===== config.mk =====
export PLATFORM = sky130hd
export DESIGN_NAME = decryption_demux
export DESIGN_NICKNAME = d
export VERILOG_FILES = /design/src/rtl/decryption_pkg.sv /design/src/rtl/demux_route.sv /design/src/rtl/decryption_demux.sv
export SDC_FILE = /design/constraint.sdc
export NUM_CORES = 1
export LEC_CHECK = 0
export CELL_PAD_IN_SITES_DETAIL_PLACEMENT = 1
export CELL_PAD_IN_SITES_GLOBAL_PLACEMENT = 1
export CORE_UTILIZATION = 46
export CTS_CLUSTER_DIAMETER = 200
export CTS_CLUSTER_SIZE = 25
export DETAILED_ROUTE_END_ITERATION = 7
export DONT_BUFFER_PORTS = 1
export GPL_ROUTABILITY_DRIVEN = 1
export GPL_TIMING_DRIVEN = 0
export PLACE_DENSITY_LB_ADDON = 0.1
export SYNTH_ARGS = -nofsm -noshare
export SYNTH_HDL_FRONTEND = slang
export SYNTH_SLANG_ARGS = --single-unit

===== constraint.sdc =====
create_clock -name clk -period 1.8 [get_ports clk]
set_input_delay 0.18 -clock clk [delete_from_list [all_inputs] [get_ports clk]]
set_output_delay 0.18 -clock clk [all_outputs]
set_load 0.1 [all_outputs]

===== src/rtl/decryption_pkg.sv =====
// Shared definitions for the decryption front end: engine select codes,
// the routing FSM state encoding and the default start-decryption token.
package decryption_pkg;

  localparam logic [1:0] SEL_CAESAR  = 2'd0;
  localparam logic [1:0] SEL_SCYTALE = 2'd1;
  localparam logic [1:0] SEL_ZIGZAG  = 2'd2;
  localparam logic [1:0] SEL_RSVD    = 2'd3;

  localparam logic [7:0] DEFAULT_TOKEN = 8'hFA;

  typedef enum logic [1:0] {
    ST_IDLE,
    ST_COLLECT,
    ST_DISCARD,
    ST_WAIT_DONE
  } state_t;

endpackage


===== src/rtl/demux_route.sv =====
// Combinational 1-to-3 fan-out of a data/valid pair onto the engine selected by sel.
// Data is zeroed on every lane that is not carrying a valid character.
module demux_route
  import decryption_pkg::*;
#(
  parameter int D_WIDTH = 8
) (
  input  logic [1:0]         sel,
  input  logic [D_WIDTH-1:0] data,
  input  logic               valid,
  output logic [D_WIDTH-1:0] data_caesar,
  output logic [D_WIDTH-1:0] data_scytale,
  output logic [D_WIDTH-1:0] data_zigzag,
  output logic               valid_caesar,
  output logic               valid_scytale,
  output logic               valid_zigzag
);

  always_comb begin
    data_caesar   = '0;
    data_scytale  = '0;
    data_zigzag   = '0;
    valid_caesar  = 1'b0;
    valid_scytale = 1'b0;
    valid_zigzag  = 1'b0;
    if (valid) begin
      case (sel)
        SEL_CAESAR: begin
          data_caesar  = data;
          valid_caesar = 1'b1;
        end
        SEL_SCYTALE: begin
          data_scytale  = data;
          valid_scytale = 1'b1;
        end
        SEL_ZIGZAG: begin
          data_zigzag  = data;
          valid_zigzag = 1'b1;
        end
        default: ;
      endcase
    end
  end

endmodule


===== src/rtl/decryption_demux.sv =====
// Routes a token-terminated character stream to one decryption engine, tracks the
// engine's busy burst and guards the engine buffers against overflow.
//
// state        | meaning
// ST_IDLE      | waiting for the first character of a message
// ST_COLLECT   | forwarding payload characters to the engine latched in sel_q
// ST_DISCARD   | overflow seen, dropping characters until the real token
// ST_WAIT_DONE | waiting for the selected engine's busy burst to finish
module decryption_demux
  import decryption_pkg::*;
#(
  parameter int                 D_WIDTH                = 8,
  parameter int                 MAX_NOF_CHARS          = 50,
  parameter logic [D_WIDTH-1:0] START_DECRYPTION_TOKEN = D_WIDTH'(DEFAULT_TOKEN)
) (
  input  logic               clk,
  input  logic               rst_n,
  input  logic [D_WIDTH-1:0] data_i,
  input  logic               valid_i,
  input  logic [1:0]         select_i,
  input  logic               busy_caesar_i,
  input  logic               busy_scytale_i,
  input  logic               busy_zigzag_i,
  output logic [D_WIDTH-1:0] data_caesar_o,
  output logic [D_WIDTH-1:0] data_scytale_o,
  output logic [D_WIDTH-1:0] data_zigzag_o,
  output logic               valid_caesar_o,
  output logic               valid_scytale_o,
  output logic               valid_zigzag_o,
  output logic               busy_o,
  output logic               err_o
);

  localparam logic [5:0] CNT_MAX = 6'(MAX_NOF_CHARS);

  state_t     state;
  logic [1:0] sel_q;
  logic [5:0] cnt;
  logic       seen_busy;
  logic [2:0] guard;

  logic               is_token;
  logic               overflow;
  logic               eng_busy;
  logic [1:0]         route_sel;
  logic               fwd_valid;
  logic [D_WIDTH-1:0] fwd_data;

  logic [D_WIDTH-1:0] rt_data_caesar, rt_data_scytale, rt_data_zigzag;
  logic               rt_valid_caesar, rt_valid_scytale, rt_valid_zigzag;

  assign is_token = (data_i == START_DECRYPTION_TOKEN);
  assign overflow = (cnt == CNT_MAX);

  always_comb begin
    case (sel_q)
      SEL_CAESAR:  eng_busy = busy_caesar_i;
      SEL_SCYTALE: eng_busy = busy_scytale_i;
      SEL_ZIGZAG:  eng_busy = busy_zigzag_i;
      default:     eng_busy = 1'b0;
    endcase
  end

  // The first character routes on select_i directly since sel_q is only latched on it.
  always_comb begin
    route_sel = sel_q;
    fwd_valid = 1'b0;
    fwd_data  = '0;
    case (state)
      ST_IDLE: begin
        route_sel = select_i;
        if (valid_i && !is_token) begin
          fwd_valid = 1'b1;
          fwd_data  = data_i;
        end
      end
      ST_COLLECT: begin
        if (valid_i) begin
          fwd_valid = 1'b1;
          fwd_data  = (is_token || overflow) ? START_DECRYPTION_TOKEN : data_i;
        end
      end
      default: ;
    endcase
  end

  demux_route #(.D_WIDTH(D_WIDTH)) u_route (
    .sel           (route_sel),
    .data          (fwd_data),
    .valid         (fwd_valid),
    .data_caesar   (rt_data_caesar),
    .data_scytale  (rt_data_scytale),
    .data_zigzag   (rt_data_zigzag),
    .valid_caesar  (rt_valid_caesar),
    .valid_scytale (rt_valid_scytale),
    .valid_zigzag  (rt_valid_zigzag)
  );

  always_ff @(posedge clk) begin
    if (rst_n) begin
      state           <= ST_IDLE;
      sel_q           <= SEL_CAESAR;
      cnt             <= '0;
      seen_busy       <= 1'b0;
      guard           <= '0;
      data_caesar_o   <= '0;
      data_scytale_o  <= '0;
      data_zigzag_o   <= '0;
      valid_caesar_o  <= 1'b0;
      valid_scytale_o <= 1'b0;
      valid_zigzag_o  <= 1'b0;
      busy_o          <= 1'b0;
      err_o           <= 1'b0;
    end else begin
      data_caesar_o   <= rt_data_caesar;
      data_scytale_o  <= rt_data_scytale;
      data_zigzag_o   <= rt_data_zigzag;
      valid_caesar_o  <= rt_valid_caesar;
      valid_scytale_o <= rt_valid_scytale;
      valid_zigzag_o  <= rt_valid_zigzag;
      err_o           <= 1'b0;
      case (state)
        ST_IDLE: begin
          if (valid_i) begin
            if (is_token) begin
              err_o <= 1'b1;
            end else begin
              sel_q <= select_i;
              cnt   <= 6'd1;
              state <= ST_COLLECT;
            end
          end
        end
        ST_COLLECT: begin
          if (valid_i) begin
            if (is_token) begin
              if (sel_q == SEL_RSVD) begin
                err_o <= 1'b1;
                state <= ST_IDLE;
              end else begin
                seen_busy <= 1'b0;
                guard     <= '0;
                busy_o    <= 1'b1;
                state     <= ST_WAIT_DONE;
              end
            end else if (overflow) begin
              err_o  <= 1'b1;
              busy_o <= 1'b1;
              state  <= ST_DISCARD;
            end else if (cnt != 6'h3F) begin
              cnt <= cnt + 6'd1;
            end
          end
        end
        ST_DISCARD: begin
          if (valid_i && is_token) begin
            if (sel_q == SEL_RSVD) begin
              busy_o <= 1'b0;
              state  <= ST_IDLE;
            end else begin
              seen_busy <= 1'b0;
              guard     <= '0;
              state     <= ST_WAIT_DONE;
            end
          end
        end
        ST_WAIT_DONE: begin
          if (valid_i) begin
            err_o <= 1'b1;
          end
          if (seen_busy && !eng_busy) begin
            busy_o <= 1'b0;
            state  <= ST_IDLE;
          end else if (eng_busy) begin
            seen_busy <= 1'b1;
          end else if (!seen_busy) begin
            // Engine never started its burst: give up after four sampled cycles.
            if (guard == 3'd3) begin
              err_o  <= 1'b1;
              busy_o <= 1'b0;
              state  <= ST_IDLE;
            end else begin
              guard <= guard + 3'd1;
            end
          end
        end
        default: state <= ST_IDLE;
      endcase
    end
  end

endmodule


== After elaboration in Yosys (flattened, before gate mapping) ==
Cells that the tools add are included.

* Word-level logic and storage cells: 141
* Flip-flop bits (word level): 43
* Input bits: 16
* Output and inout bits: 29

* Reduce and logical (&&, ||, !) cells: 21
* Equal/unequal tests: 31
* Bitwise gates (word level): 5
* $add $sub $neg: 2
* Muxes and demuxes: 69

{| class="wikitable"
|+ Operators by type and width
! operator !! number
|-
| two-way mux 6 bit || 6
|-
| two-way mux 1 bit || 31
|-
| inequality test 2 bit, second input constant || 14
|-
| two-way mux 2 bit || 12
|-
| two-way mux 3 bit || 8
|-
| two-way mux 8 bit || 3
|-
| one-hot mux 8 bit (2 select lines) || 1
|-
| AND reduction 8 bit || 2
|-
| inequality test 3 bit, second input constant || 5
|-
| one-hot mux 1 bit (3 select lines) || 4
|-
| one-hot mux 6 bit (2 select lines) || 1
|-
| equality test 2 bit, second input constant || 5
|-
| one-hot mux 3 bit (3 select lines) || 1
|-
| AND reduction 9 bit || 1
|-
| OR reduction 3 bit || 3
|-
| equality test 8 bit, second input constant || 1
|-
| one-hot mux 2 bit (4 select lines) || 1
|-
| AND reduction 7 bit || 1
|-
| adder 6 x 1 -> 6 bit, second input constant || 1
|-
| equality test 2 x 1 -> 1 bit, second input constant || 3
|-
| equality test 6 bit, second input constant || 1
|-
| zero test 2 bit || 3
|-
| inequality test 6 bit, second input constant || 1
|-
| AND reduction 6 bit || 1
|-
| other kinds (11) || 18
|}

== Depth between registers and ports, before layout ==
Gate-level depths: netlist (run 1).

* Word-level depth: 7
* Mapped depth: 7
* Depth with buffers taken out: 7

== Cells and area by module ==
Synthesis (run 1) repeated with hierarchy kept, for this count alone.

* Cells, all modules: 232
* Area total of the unflattened synthesis: 2219.6 µm²

{| class="wikitable"
|+ Modules (own cells, without submodules)
! module !! cells an instance !! sequential area each (µm²) !! area an instance (µm²) !! instances
|-
| decryption_demux || 199 || 860.8 || 1874.3 || 1
|-
| demux_route || 33 || 0.0 || 345.3 || 1
|}

== Worst setup path after synthesis (run 1) ==
Ideal clock, no wire load.

* Path type: reg2reg
* Start: register cnt[0]
* End: register cnt[1]
* Stages on the path, launching flop included: 8
* Path buffers: 0
* Setup slack: 0.163 ns
* Arrival: 1.519 ns
* Path through: dfxtp_1 > inv_1 > ha_1 > and4bb_4 > a221oi_4 > o21a_2 > mux2i_1 > nor2_1

* Word-level cells in the longest chain between the ends: 6

{| class="wikitable"
|+ RTL lines
! what !! RTL line !! text
|-
| start: declaration || decryption_demux.sv:38 || <nowiki>logic [5:0] cnt;</nowiki>
|-
| start signal: assignment || decryption_demux.sv:151 || <nowiki>cnt <= cnt + 6'd1;</nowiki>
|-
| adder 6 x 1 -> 6 bit || decryption_demux.sv:151 ||
|-
| two-way mux 6 bit || decryption_demux.sv:150 || <nowiki>end else if (cnt != 6'h3F) begin</nowiki>
|-
| two-way mux 6 bit || decryption_demux.sv:146 || <nowiki>end else if (overflow) begin</nowiki>
|-
| two-way mux 6 bit || decryption_demux.sv:136 || <nowiki>if (is_token) begin</nowiki>
|-
| two-way mux 6 bit || decryption_demux.sv:135 || <nowiki>if (valid_i) begin</nowiki>
|-
| one-hot mux 6 bit (2 select lines) || decryption_demux.sv:122 || <nowiki>case (state)</nowiki>
|}

Parallel ways exist; a longest one is shown, timed or not. The select of a mux whose other input is x is not followed.
A chain may end at the register's enable or synchronous reset.

== Final worst setup path (run 1) ==
Same ends and word-level chain as after synthesis.

==> results of run 1 <==
[what timing repair did]
| action | CTS | global route |
|---|---|---|
| setup buffers | 1 | 4 |
| hold buffers | 1 | 0 |
| pin swaps | 1 | 2 |
| hold endpoints to repair | 2 | 0 |
| resized for setup | 1 | 3 |
| endpoints found under the setup margin | 4 | 8 |
[sequential cells by signal, summed over array words and instances, names as in the netlist]
signal,cells
data_caesar_o,8
data_scytale_o,8
data_zigzag_o,8
cnt,6
guard,3
sel_q,2
state,2
busy_o,1
err_o,1
seen_busy,1
valid_caesar_o,1
valid_scytale_o,1
valid_zigzag_o,1
[worst paths after layout]
kind / endpoint / from / slack (ns)
setup / recovery: cnt[1] / cnt[0] / 0.05
hold / removal: data_zigzag_o[6] / data_i[6] / 0.03
setup reg to reg: cnt[1] / cnt[0] / 0.05
hold reg to reg: guard[0] / guard[0] / 0.51
[metrics by stage]
step	instances	hold slack, ns	TNS, ns	utilization (%)
2_1_floorplan	204	0.259	0	-
3_3_place_gp	252	0.272	0	50.9
3_5_place_dp	252	0.268	-0.0662	50.9
4_1_cts	262	0.0334	0	54.4
5_1_grt	266	0.0395	-0.149	55.5
6_report	266	0.0313	0	55.5
[synth_stat cells, types with 2 or more instances]
| master | number | share of area (%) |
|---|---|---|
| a311oi_1 | 3 | 1.4 |
| dfxtp_1 | 43 | 46 |
| mux2i_1 | 4 | 2.2 |
| buf_2 | 6 | 1.6 |
| xor2_1 | 3 | 1.4 |
| and4bb_4 | 2 | 1.7 |
| nor4_1 | 2 | 0.67 |
| nand2_1 | 12 | 2.4 |
| and4_1 | 2 | 0.94 |
| nand2b_1 | 4 | 1.3 |
| o21ai_0 | 5 | 1.3 |
| buf_4 | 2 | 0.81 |
| and3_1 | 2 | 0.67 |
| a21oi_1 | 9 | 2.4 |
| o211ai_1 | 3 | 1.2 |
| nand4_1 | 5 | 1.7 |
| ha_1 | 4 | 2.7 |
| nor2_1 | 42 | 8.5 |
| a31oi_1 | 6 | 2.0 |
| nand3_1 | 7 | 1.9 |
| inv_1 | 10 | 2.0 |
[cells by family (layout without fill, tap and decap cells)]
group | count (synthesis) | after routing | share of synthesized area, %
AOI/OAI and AO/OA | 37 | 37 | 14.7
xor gates and xnor gates | 4 | 4 | 1.88
adders and majority gates | 4 | 4 | 2.69
buffers and inverters | 19 | 33 | 4.64
DFF | 43 | 43 | 46.3
muxes | 7 | 7 | 4.71
and+or+nand+nor | 90 | 90 | 25.1
[critical path, cell delays in order, from the launching register on]
cell      delay [ns]
dfxtp_4         0.37
inv_1           0.05
ha_2            0.18
and4bb_4        0.21
a221oi_4        0.35
o21a_2          0.25
mux2i_1         0.19
nor2_1          0.05
[report_power, final]
part	leakage [nW]	internal, mW	switching, mW
Clock	0.0581	0.413	0.346
Sequential	0.349	0.971	0.110
Combinational	0.411	0.0584	0.0955
[placed cells by master (no fill, tap or decap), types with 2 or more instances in the layout]
cell type and instances:
nand2b_1 4, nand3_1 7, o211ai_1 3, and4bb_4 2
a21oi_1 9, and4_1 2, ha_1 3, nor2_4 2
clkbuf_8 5, buf_4 7, a31oi_1 6, nor2_1 42
nand2_1 12, and3_1 2, mux2i_1 4, buf_2 6
dfxtp_1 42, xor2_1 3, inv_1 10, a311oi_1 3
nand4_1 5, o21ai_0 5, nor4_1 2
[metal layers]
metal | share of wire [%] | wire, um
met5 | 0 | 0
met4 | 1.3 | 64
met3 | 6.0 | 298
met2 | 53 | 2620
met1 | 39 | 1940
[cell type report]
class,instances,area [um2]
buffer,9,48.8
timing repair buffer,6,47.5
inverter,10,37.5
sequential,43,865
multi-input combinational,142,921
clock inverter,3,43.8
tap,48,60.1
clock buffer,5,68.8
fill,424,1680
==> results.toml, run 1 <==
[sta]
period_share_pct = 97.1
skew_ns = 0.00688
fin_ws_ns = 0.0529
setup_viol = 0
hold_viol_final = 0
fin_crit_ns = 1.75
tightestPinTransition_ns = 1.00
fmax_mhz = 572
rsz0062_at_grt = "true"
slew_viol_final = 0
relSlewSlack_pct = 32.9

[floorplan]
die_area_um2 = 4300
fp.dieH_um = 65.6
rows = 22
die_x_um = 65.6
io_pins = 45
start_util_pct = 49.3
core_region_area_um2 = 3770

[clock_network]
clkLatencyLatePin_ns = 0.30
clk_path_buf_depth = 2
clock_sinks = 43
htreeDepth = 2
cts_buffers = 5
cts_root_buffer = "clkbuf_8"
clkTransAtPathRegs_ns = 0.08
cts_tree = "built"

[routing]
ant_nets = 0
viasPerCell = 5.97
post_drt_wl_per_cell_um = 18.5
wl_um = 4930
vias = 1589
firstDrtPassIters = 4
drcViolationCount = 0
drt_iter0_drc = 50

[final_layout]
final_design_area_no_fill_um2 = 2090
final_nets = 237
drive_gt1_share_pct = 17.4
antenna_cells = 0
syn2layout_area_growth_pct = 12.4

[setup_path]
rr_worst_depth = 7
cp.arrival_ns = 1.94
crit_fanout = 6
worst_ep_required_time_ns = 1.99
cp-end-kind = "flip-flop"
cp-start-kind = "flip-flop"
path_class = "flip-flop to flip-flop"

[grt]
grt_pass1_vias = 1670
grt-ovfl-total = 0
antenna_found_initial = 0
grt_usage_pct = 25.6
grt_pass1_wl_um = 8180
met2_usage_pct = 48.3
met3_usage_pct = 7.64
grt.busiest_layer = "met2"
grt.met1_usage_pct = 26.0
grt_max_degree = 15

[power_and_ir_drop]
p_leak_nw = 0.818
ir_drop_uv = 426
p_per_area_nw_per_um2 = 953
power_mw = 1.99

[logic_synthesis]
syn_area_per_cell_um2 = 9.12
syn_nets = 224
synth_cell_types = 49
yosysSeqAreaShare_pct = 46.3
synthArstFlopShare_pct = 0
ys_ff_latch = 43
yosys_warnings = 0
yosys_most_used_dff = "dfxtp_1"
synthCells = 204
synth_area_um2 = 1860
synth_edf_count = 0

[placed_design]
port_buffers = 0
place_area_um2 = 1920
place_congestion = 0.784
pre_cts_slack_ns = -0.0258
place_hpwl_um = 3600

[worst_hold_path]
hold_path.class = "input pin to flip-flop"
hold_path_depth = 2

[run]
drv_cap = 0

[run_status]
status = "finished, final reports clean"
(Power assumes the default switching activity.)
==> run 2: changes to the inputs <==
- ABC_AREA: unset -> 1
- CORE_UTILIZATION: 46 -> 44
==> run 2 against run 1 <==
  * Wire length fell by 12%
  * Sequential power rose by 30%
  * First-iteration DRC count rose by 2.0%
  * Area after synthesis rose by 3.9%
  * Power rose by 40%
  * Non-clock buffer count fell by 13
  * Die area rose by 8.4%
  * Combinational power rose to 4.2 times the previous value
  * Via count rose by 6.5%
  * Cell area rose by 0.78%
  * Critical endpoint is now data_scytale_o[1]
  * Largest cell class unchanged
==> results.toml, run 2 <==
[run_status]
status = "finished, final reports clean"

[setup_path]
path_class = "flip-flop to flip-flop"
crit_fanout = 10
cp-start-kind = "flip-flop"
cp-end-kind = "flip-flop"
worst_ep_required_time_ns = 1.98
cp.arrival_ns = 1.80

[logic_synthesis]
synth_cell_types = 25
synth_edf_count = 0
synth-compound-area-share_pct = 12.0
syn_nets = 288
synth-simple-area-share_pct = 31.6
synth_fa_ha_area_share_pct = 2.59
yosysSeqAreaShare_pct = 44.5
synth_top_family_by_area = "simple AND/OR/NAND/NOR gates"
synth_area_um2 = 1930
yosys_most_used_dff = "dfxtp_1"
ys_top_cells_by_count = "nand2_1 (55), dfxtp_1 (43), nor2_1 (41), inv_1 (23), nand3_1 (19)"
synthMuxAreaShare_pct = 0
yosysMostFrequentCell = "nand2_1"
yosys_warnings = 0
synth.area.top_cells = "dfxtp_1 (45%), nand2_1 (11%), nor2_1 (8.0%)"
yosys.area.top_type = "dfxtp_1"
ys_ff_latch = 43
synth_top_cell_area_share_pct = 44.5
synthCells = 268
synth-xor-area-share_pct = 0.906
synthArstFlopShare_pct = 0
syn_area_per_cell_um2 = 7.21

[power_and_ir_drop]
p_leak_nw = 0.953
p_seq_share_pct = 50.3
power_mw = 2.79
p_int_mw = 1.64
p_sw_share_pct = 41.3
power_switching_mw = 1.15
ir_drop_uv = 569
p_per_area_nw_per_um2 = 1320
comb_power_share_pct = 23.3
clock_power_share_pct = 26.4

[worst_hold_path]
hold_path.class = "input pin to flip-flop"

[sta]
skew_ns = 0.00664
period_share_pct = 90.1
fin_tns_setup_ns = 0
tightestPinTransition_ns = 0.970
rsz0062_at_grt = "false"
fmax_mhz = 617
whs_ns = 0.00958
fin_crit_ns = 1.62
hold_viol_final = 0
fin_ws_ns = 0.178
relSlewSlack_pct = 35.3
slew_viol_final = 0
setup_viol = 0

[floorplan]
rows = 23
fp.dieH_um = 68.3
die_x_um = 68.3
die_area_um2 = 4660
start_util_pct = 47.0
io_pins = 45
core_region_area_um2 = 4120

[final_layout]
final_design_area_no_fill_um2 = 2110
antenna_cells = 0
fin_cells = 326
mostFrequentLayoutCell = "nand2_1"
final_cell_mix = "nand2_1 (55), dfxtp_1 (43), nor2_1 (41)"
final_nets = 295
syn2layout_area_growth_pct = 9.06
nFillCells = 530
fin_util_pct = 51.2
drive_gt1_share_pct = 15.6
largestRegisters = "data_caesar_o: 8 flops, data_scytale_o: 8 flops, data_zigzag_o: 8 flops"

[clock_network]
cts_hold_buf = 0
clk_path_buf_depth = 2
clkLatencyLatePin_ns = 0.29
clkTransAtPathRegs_ns = 0.08
clock_sinks = 43
cts_buffers = 5
postCtsSetupRepairBufs = 0
cts_tree = "built"
cts_root_buffer = "clkbuf_8"
htreeDepth = 2
ctsResizeCount = 0

[routing]
post_drt_wl_per_cell_um = 13.3
vias = 1692
wl_um = 4320
drcViolationCount = 0
firstDrtPassIters = 4
viasPerCell = 5.19
drt_iter0_drc = 51
ant_nets = 0

[grt]
grt_max_degree = 15
grt-ovfl-total = 0
antenna_found_initial = 0
grt_pass1_vias = 1608
grt_usage_pct = 20.7
grt_pass1_wl_um = 7180

[placed_design]
numPlacedInstances = 318
place_hpwl_um = 3410
place_congestion = 0.776
port_buffers = 0
pre_cts_slack_ns = 0.169
place_area_um2 = 2000

[run]
drv_cap = 0
==> run 2: cell types whose count changed in the layout (fill, tap and decap cells not counted), moves of 6 or more <==
cell / before / now
a31oi_1: 6 / 0
buf_2: 6 / 0
buf_4: 7 / 0
inv_1: 10 / 23
inv_2: 0 / 14
nand2_1: 12 / 55
nand3_1: 7 / 19
o21ai_1: 0 / 15
==> run 2: cells by family (layout without fill, tap and decap cells) <==
logic type / Yosys count / count (layout)
AOI/OAI and AO/OA: 42 / 42
adders and majority gates: 4 / 4
and+or+nand+nor: 136 / 136
buffers and inverters: 41 / 49
xor gates and xnor gates: 2 / 2
DFF: 43 / 43
==> run 2: power groups by stage <==
stage               registers [mW]  logic (mW)  clock network, mW
finish                        1.40       0.649              0.737
global route                  1.42       0.746              0.804
CTS                           1.40       0.657              0.761
detailed placement            1.42       0.653                  0
global placement              1.42       0.637                  0
floorplan                     1.40       0.524                  0
==> run 2: critical path, cell delays in order (launching register included) <==
cell and delay (ns):
dfxtp_1 0.40, inv_1 0.11, ha_1 0.21, nand3_1 0.18, nand2_2 0.11, nand2_4 0.12, nor2_4 0.05, buf_6 0.13
o21ai_2 0.13, nor2_1 0.05
==> run 2: worst paths after layout <==
path / from / to / slack [ns] / depth (start not counted)
worst min register to register: guard[2] / guard[2] / 0.46 / 2
worst max register to register: cnt[0] / data_scytale_o[1] / 0.18 / 9
worst max-delay path: cnt[0] / data_scytale_o[1] / 0.18 / 9
worst min-delay path: data_i[7] / data_zigzag_o[7] / 0.01 / 2
==> run 2: cell type report <==
type | instances | area (um2) | share of cell area, %
clock inverter | 3 | 43.8 | 2.08
inverter | 39 | 146 | 6.94
tap | 50 | 62.6 | 2.97
sequential | 43 | 861 | 40.8
clock buffer | 5 | 68.8 | 3.26
buffer | 2 | 15.0 | 0.712
multi-input combinational | 184 | 911 | 43.2
==> run 2: metal layers <==
layer | vias to the layer above | track usage (%) | wire length, um
li1 | 864 | - | -
met1 | 783 | 25.3 | 1910
met2 | 39 | 34.8 | 2110
met3 | 6 | 5.83 | 246
met4 | 0 | 6.25 | 51
met5 | - | 0 | 0
